**src/rtl/vga_scan_timing_if.sv**
```systemverilog
// Scan-timing bundle between the VGA timing generator and the video-memory reader / DAC side.
interface vga_scan_timing_if;
  logic        PixEn;
  logic [10:0] Fila;
  logic [10:0] Columna;
  logic        Pixel;
  logic [11:0] RGB;
  logic        HSync;
  logic        VSync;
  logic        Visible;
  logic        FrameStart;

  modport master (
    input  PixEn, Pixel,
    output Fila, Columna, RGB, HSync, VSync, Visible, FrameStart
  );

  modport slave (
    output PixEn, Pixel,
    input  Fila, Columna, RGB, HSync, VSync, Visible, FrameStart
  );
endinterface

```
**src/rtl/vga_scan_timing.sv**
```systemverilog
// VGA scan-coordinate generator with a LAT-deep output pipeline that keeps colour and sync aligned.
module vga_scan_timing #(
  parameter int unsigned H_VIS    = 640,
  parameter int unsigned H_FP     = 16,
  parameter int unsigned H_SYNC   = 96,
  parameter int unsigned H_BP     = 48,
  parameter int unsigned V_VIS    = 480,
  parameter int unsigned V_FP     = 10,
  parameter int unsigned V_SYNC   = 2,
  parameter int unsigned V_BP     = 33,
  parameter logic        SYNC_POL = 1'b0,
  parameter int unsigned LAT      = 1,
  parameter logic [11:0] FG       = 12'hFFF,
  parameter logic [11:0] BG       = 12'h000
) (
  input logic               Clk,
  input logic               Reset,
  vga_scan_timing_if.master vga
);

  localparam int unsigned H_TOTAL = H_VIS + H_FP + H_SYNC + H_BP;
  localparam int unsigned V_TOTAL = V_VIS + V_FP + V_SYNC + V_BP;

  localparam logic [10:0] H_LAST   = 11'(H_TOTAL - 1);
  localparam logic [10:0] V_LAST   = 11'(V_TOTAL - 1);
  localparam logic [10:0] H_VIS_W  = 11'(H_VIS);
  localparam logic [10:0] V_VIS_W  = 11'(V_VIS);
  localparam logic [10:0] HS_START = 11'(H_VIS + H_FP);
  localparam logic [10:0] HS_END   = 11'(H_VIS + H_FP + H_SYNC);
  localparam logic [10:0] VS_START = 11'(V_VIS + V_FP);
  localparam logic [10:0] VS_END   = 11'(V_VIS + V_FP + V_SYNC);

  typedef struct packed {
    logic [11:0] rgb;
    logic        hs;
    logic        vs;
    logic        vis;
  } stage_t;

  localparam stage_t IDLE = {12'h000, ~SYNC_POL, ~SYNC_POL, 1'b0};

  logic [10:0] fila;
  logic [10:0] columna;
  logic        fresh;
  logic        frameStart;
  logic        lineEnd;
  logic        frameEnd;
  stage_t      stage0;
  stage_t      pipe [LAT];

  assign lineEnd  = (columna == H_LAST);
  assign frameEnd = lineEnd && (fila == V_LAST);

  // fresh marks "no tick since reset" so the first tick after release also reports a frame start.
  always_ff @(posedge Clk) begin
    if (Reset) begin
      fila       <= '0;
      columna    <= '0;
      fresh      <= 1'b1;
      frameStart <= 1'b0;
    end else begin
      frameStart <= vga.PixEn && (fresh || frameEnd);
      if (vga.PixEn) begin
        fresh <= 1'b0;
        if (lineEnd) begin
          columna <= '0;
          fila    <= frameEnd ? '0 : fila + 11'd1;
        end else begin
          columna <= columna + 11'd1;
        end
      end
    end
  end

  always_comb begin
    stage0     = IDLE;
    stage0.vis = (columna < H_VIS_W) && (fila < V_VIS_W);
    stage0.hs  = ((columna >= HS_START) && (columna < HS_END)) ? SYNC_POL : ~SYNC_POL;
    stage0.vs  = ((fila >= VS_START) && (fila < VS_END)) ? SYNC_POL : ~SYNC_POL;
    // Pixel is only looked at inside the active area, so an undriven reader cannot leak into RGB.
    if (stage0.vis) begin
      stage0.rgb = vga.Pixel ? FG : BG;
    end
  end

  always_ff @(posedge Clk) begin
    if (Reset) begin
      for (int unsigned i = 0; i < LAT; i++) begin
        pipe[i] <= IDLE;
      end
    end else if (vga.PixEn) begin
      pipe[0] <= stage0;
      for (int unsigned i = 1; i < LAT; i++) begin
        pipe[i] <= pipe[i-1];
      end
    end
  end

  assign vga.Fila       = fila;
  assign vga.Columna    = columna;
  assign vga.FrameStart = frameStart;
  assign vga.RGB        = pipe[LAT-1].rgb;
  assign vga.HSync      = pipe[LAT-1].hs;
  assign vga.VSync      = pipe[LAT-1].vs;
  assign vga.Visible    = pipe[LAT-1].vis;

endmodule

```
**src/flat_wrapper.sv**
```systemverilog
// flat-port wrapper written by rule: the top's interface ports become plain ports
module vga_scan_timing_flat 
#(
  parameter int unsigned H_VIS    = 640,
  parameter int unsigned H_FP     = 16,
  parameter int unsigned H_SYNC   = 96,
  parameter int unsigned H_BP     = 48,
  parameter int unsigned V_VIS    = 480,
  parameter int unsigned V_FP     = 10,
  parameter int unsigned V_SYNC   = 2,
  parameter int unsigned V_BP     = 33,
  parameter logic        SYNC_POL = 1'b0,
  parameter int unsigned LAT      = 1,
  parameter logic [11:0] FG       = 12'hFFF,
  parameter logic [11:0] BG       = 12'h000
)
  (Clk, Reset, vga_PixEn, vga_Pixel, vga_Fila, vga_Columna, vga_RGB, vga_HSync, vga_VSync, vga_Visible, vga_FrameStart);
  vga_scan_timing_if vga_i ();
  input logic Clk;
  input logic Reset;
  input wire logic [$bits(vga_i.PixEn)-1:0] vga_PixEn;
  input wire logic [$bits(vga_i.Pixel)-1:0] vga_Pixel;
  output wire logic [$bits(vga_i.Fila)-1:0] vga_Fila;
  output wire logic [$bits(vga_i.Columna)-1:0] vga_Columna;
  output wire logic [$bits(vga_i.RGB)-1:0] vga_RGB;
  output wire logic [$bits(vga_i.HSync)-1:0] vga_HSync;
  output wire logic [$bits(vga_i.VSync)-1:0] vga_VSync;
  output wire logic [$bits(vga_i.Visible)-1:0] vga_Visible;
  output wire logic [$bits(vga_i.FrameStart)-1:0] vga_FrameStart;
  assign vga_i.PixEn = vga_PixEn;
  assign vga_i.Pixel = vga_Pixel;
  assign vga_Fila = vga_i.Fila;
  assign vga_Columna = vga_i.Columna;
  assign vga_RGB = vga_i.RGB;
  assign vga_HSync = vga_i.HSync;
  assign vga_VSync = vga_i.VSync;
  assign vga_Visible = vga_i.Visible;
  assign vga_FrameStart = vga_i.FrameStart;
  vga_scan_timing #(.H_VIS(H_VIS), .H_FP(H_FP), .H_SYNC(H_SYNC), .H_BP(H_BP), .V_VIS(V_VIS), .V_FP(V_FP), .V_SYNC(V_SYNC), .V_BP(V_BP), .SYNC_POL(SYNC_POL), .LAT(LAT), .FG(FG), .BG(BG)) u_core (.Clk(Clk), .Reset(Reset), .vga(vga_i));
endmodule
```
**config.mk**
```make
export PLATFORM = sky130hd
export DESIGN_NAME = vga_scan_timing_flat
export DESIGN_NICKNAME = d
export VERILOG_FILES = /design/src/rtl/vga_scan_timing_if.sv /design/src/rtl/vga_scan_timing.sv /design/src/flat_wrapper.sv
export SDC_FILE = /design/constraint.sdc
export NUM_CORES = 1
export LEC_CHECK = 0
export CAP_MARGIN = 20
export CORE_ASPECT_RATIO = 1.1
export CORE_MARGIN = 2
export CORE_UTILIZATION = 45
export CTS_CLUSTER_SIZE = 30
export DETAILED_ROUTE_END_ITERATION = 6
export GPL_TIMING_DRIVEN = 0
export PLACE_DENSITY = 0.87
export SYNTH_ARGS = -nofsm -noshare
export SYNTH_HDL_FRONTEND = slang
export SYNTH_SLANG_ARGS = --single-unit
export TNS_END_PERCENT = 30
```
**constraint.sdc**
```tcl
create_clock -name Clk -period 2.5 [get_ports Clk]
set_input_delay 0.625 -clock Clk [delete_from_list [all_inputs] [get_ports Clk]]
set_output_delay 0.625 -clock Clk [all_outputs]
set_load 0.005 [all_outputs]
```
==> flow_metrics.py, run 1 <==
metrics = {
    "global_routing": {
        "grtUsageTotal": 0.176,
        "grt_pass1_wl_mm": 5.34,
        "grt_max_degree": 16,
        "antenna_found_initial": 0,
        "grt_pass1_vias": 1221,
        "grt_overflow": 0,
    },
    "detailed_routing": {
        "top_layer": "met4",
        "drt-total-wl_mm": 3.07,
        "wl_met1_mm": 1.37,
        "antenna_left": 0,
        "vias_per_cell": 5.58,
        "routedWlPerCell_microns": 12.5,
        "wl_met2_mm": 1.50,
        "met3_length_microns": 167,
        "first_pass_iters": 4,
        "drc": 0,
        "vias": 1367,
        "drtIter0Drc": 45,
    },
    "setup_path": {
        "cp-endpoint": "vga_RGB[6]",
        "rr_worst_depth": 6,
        "r2r_slack_ns": 0.65,
        "crit_path_max_fanout": 12,
        "reg2reg_from": "u_core.vga.Columna[0]$_SDFFE_PP0P_",
        "worstPathArrival_ns": 1.53,
        "r2r_end": "u_core.vga.Fila[5]$_SDFFE_PP0P_",
        "crit_path_start": "u_core.pipe[0][13]$_SDFFCE_PN0P_",
        "cp-end-kind": "output pin",
        "required_ns": 1.88,
        "critPathKind": "flip-flop to output pin",
        "startpoint_type": "flip-flop",
    },
    "final_layout": {
        "final_util": 0.635,
        "drive_above_1_share": 0.109,
        "layout_common_cells": "41 x clkdlybuf4s50_1, 24 x dfxtp_1, 12 x nor2_1, 11 x nand3_1, 11 x buf_4",
        "ff_latch_area_sq_um": 601,
        "multi_input_area_sq_um": 728,
        "antenna_cells": 0,
        "layout.cells.non_filler": 245,
        "fin_nets": 219,
        "fill_cells": 268,
        "synthToLayoutAreaGrowth_pct": 32.5,
        "final_common_cell": "clkdlybuf4s50_1",
        "design_area_sq_mm": 0.00195,
    },
    "yosys": {
        "synth-seq-cells": 28,
        "synth-async-reset-ratio": 0,
        "ys_types": 44,
        "synth.yosys.seq_area_share": 0.408,
        "synth_flop_cell": "dfxtp_1",
        "avgSynthCellArea_sq_um": 8.87,
        "syn_nets": 173,
        "synth_cells": 166,
        "syn_area_sq_mm": 0.00147,
        "yosysWarnings": 0,
        "synth_edf_count": 4,
    },
    "floorplanning": {
        "die-area_sq_mm": 0.00375,
        "io_pins": 42,
        "die_h_microns": 64,
        "core_sq_mm": 0.00307,
        "start_util": 0.479,
        "die_x_microns": 58.5,
        "std_cell_rows": 21,
    },
    "min_path": {
        "hold_class": "flip-flop to flip-flop",
        "hp-start": "u_core.fresh$_SDFFE_PP1P_",
    },
    "timing": {
        "skew_ns": 0.00637,
        "slew_viol_final": 0,
        "worst_slew_pin_slew_ns": 0.431,
        "finalCritPeriodShare": 0.860,
        "max_freq_ghz": 0.465,
        "fin_crit_ns": 2.15,
        "setup_slack_ns": 0.350,
        "setup_viol": 0,
        "grt_setup_unrepaired": "no",
        "whs_ns": 0.481,
        "fin_setup_tns_ns": 0,
        "slew_headroom": 0.712,
        "finalHoldViolations": 0,
    },
    "clocking": {
        "clk_latency_ns": 0.32,
        "tritoncts": "built",
        "htree_levels": 1,
        "cts-root-buf": "clkbuf_4",
        "clock-sinks": 28,
        "cts_made_buffers": 3,
        "path_clk_slew_ns": 0.15,
        "cts.path.max_buffers": 2,
        "postCtsSetupBuffers": 0,
        "cts-resized-gates": 0,
        "hold_buffers": 0,
    },
    "power_and_ir_drop": {
        "peakVddDrop_v": 0.000273,
        "total_power_mw": 0.743,
        "power.density_mw_per_mm2": 381,
        "p_leak_nw": 0.683,
    },
    "run_status": {
        "status": "finished, final reports clean",
    },
    "place": {
        "placed_cell_area_sq_mm": 0.00193,
        "place_ws_ns": 0.0412,
        "io_buffers": 41,
        "dpl.cell_count": 241,
        "dp_hpwl_mm": 2.39,
        "gp_congestion": 0.866,
    },
    "job": {
        "drv_cap": 0,
    },
}
synthesized netlist by cell type (2+ instances only):
cell / number / area (sq um)
xor2_1: 6 / 52.6
a21oi_1: 7 / 35.0
nor4_1: 4 / 25.0
nor4bb_1: 3 / 30.0
nand4_1: 8 / 50.1
nor2b_1: 2 / 12.5
nor3_1: 3 / 15.0
nor2_1: 12 / 45.0
o21a_1: 2 / 15.0
xnor2_1: 4 / 35.0
ha_1: 3 / 37.5
buf_4: 11 / 82.6
edfxtp_1: 4 / 120
buf_2: 4 / 20.0
nand3_1: 11 / 55.1
a211oi_1: 2 / 15.0
dfxtp_1: 24 / 480
nand3b_1: 2 / 15.0
inv_1: 10 / 37.5
and3_2: 2 / 15.0
nand2_1: 10 / 37.5
o21ai_0: 5 / 25.0
and3_1: 2 / 12.5
o2111ai_1: 2 / 17.5
and4_1: 4 / 35.0
where the power goes:
group / switching (mW) / internal, mW
clock: 0.126 / 0.0623
combinational: 0.0267 / 0.0563
sequential: 0.00715 / 0.465
layer usage:
layer / up-vias / global-route usage
li1: 690 / -
met1: 631 / 0.219
met2: 42 / 0.303
met3: 4 / 0.0283
met4: 0 / 0.0610
met5: - / 0
flip-flops by register name, summed over array words and instances, names as in the netlist:
name,cells
u_core.vga.FrameStart,1
u_core.pipe,4
u_core.vga.Fila,11
u_core.fresh,1
u_core.vga.Columna,11
cell families after synthesis:
| family | count (synthesis) | synth area share |
|---|---|---|
| fa+ha+maj | 3 | 0.0255 |
| flops | 28 | 0.408 |
| simple gates | 73 | 0.293 |
| compound gates | 26 | 0.116 |
| xor+xnor | 10 | 0.0595 |
| buf+inv | 26 | 0.0977 |
worst max-delay path: stages (launching register included):
cell and delay [ns]:
edfxtp_1 0.56, buf_4 0.17, clkdlybuf4s50_1 0.49
worst min-delay path by stage:
stage                                      to  slack [ns]  depth (start not counted)
floorplan           u_core.fresh$_SDFFE_PP1P_        0.43                          1
global placement    u_core.fresh$_SDFFE_PP1P_        0.44                          1
detailed placement  u_core.fresh$_SDFFE_PP1P_        0.45                          1
CTS                 u_core.fresh$_SDFFE_PP1P_        0.48                          1
global route        u_core.fresh$_SDFFE_PP1P_        0.51                          1
finish              u_core.fresh$_SDFFE_PP1P_        0.48                          1
cell type report:
class                           instances  share of cell area
Multi-Input combinational cell        112               0.373
Inverter                               10              0.0192
Clock buffer                            4              0.0135
Tap cell                               34              0.0218
Timing Repair Buffer                   41               0.210
Buffer                                 16              0.0545
Sequential cell                        28               0.308
No activity file was read; power rests on OpenSTA's default activity.
==> run 2: changes to the inputs <==
Settings changed: SKIP_LAST_GASP from default to 1.
==> results of run 2 <==
The final DEF is identical to that of run 1; final timing and power are the same.
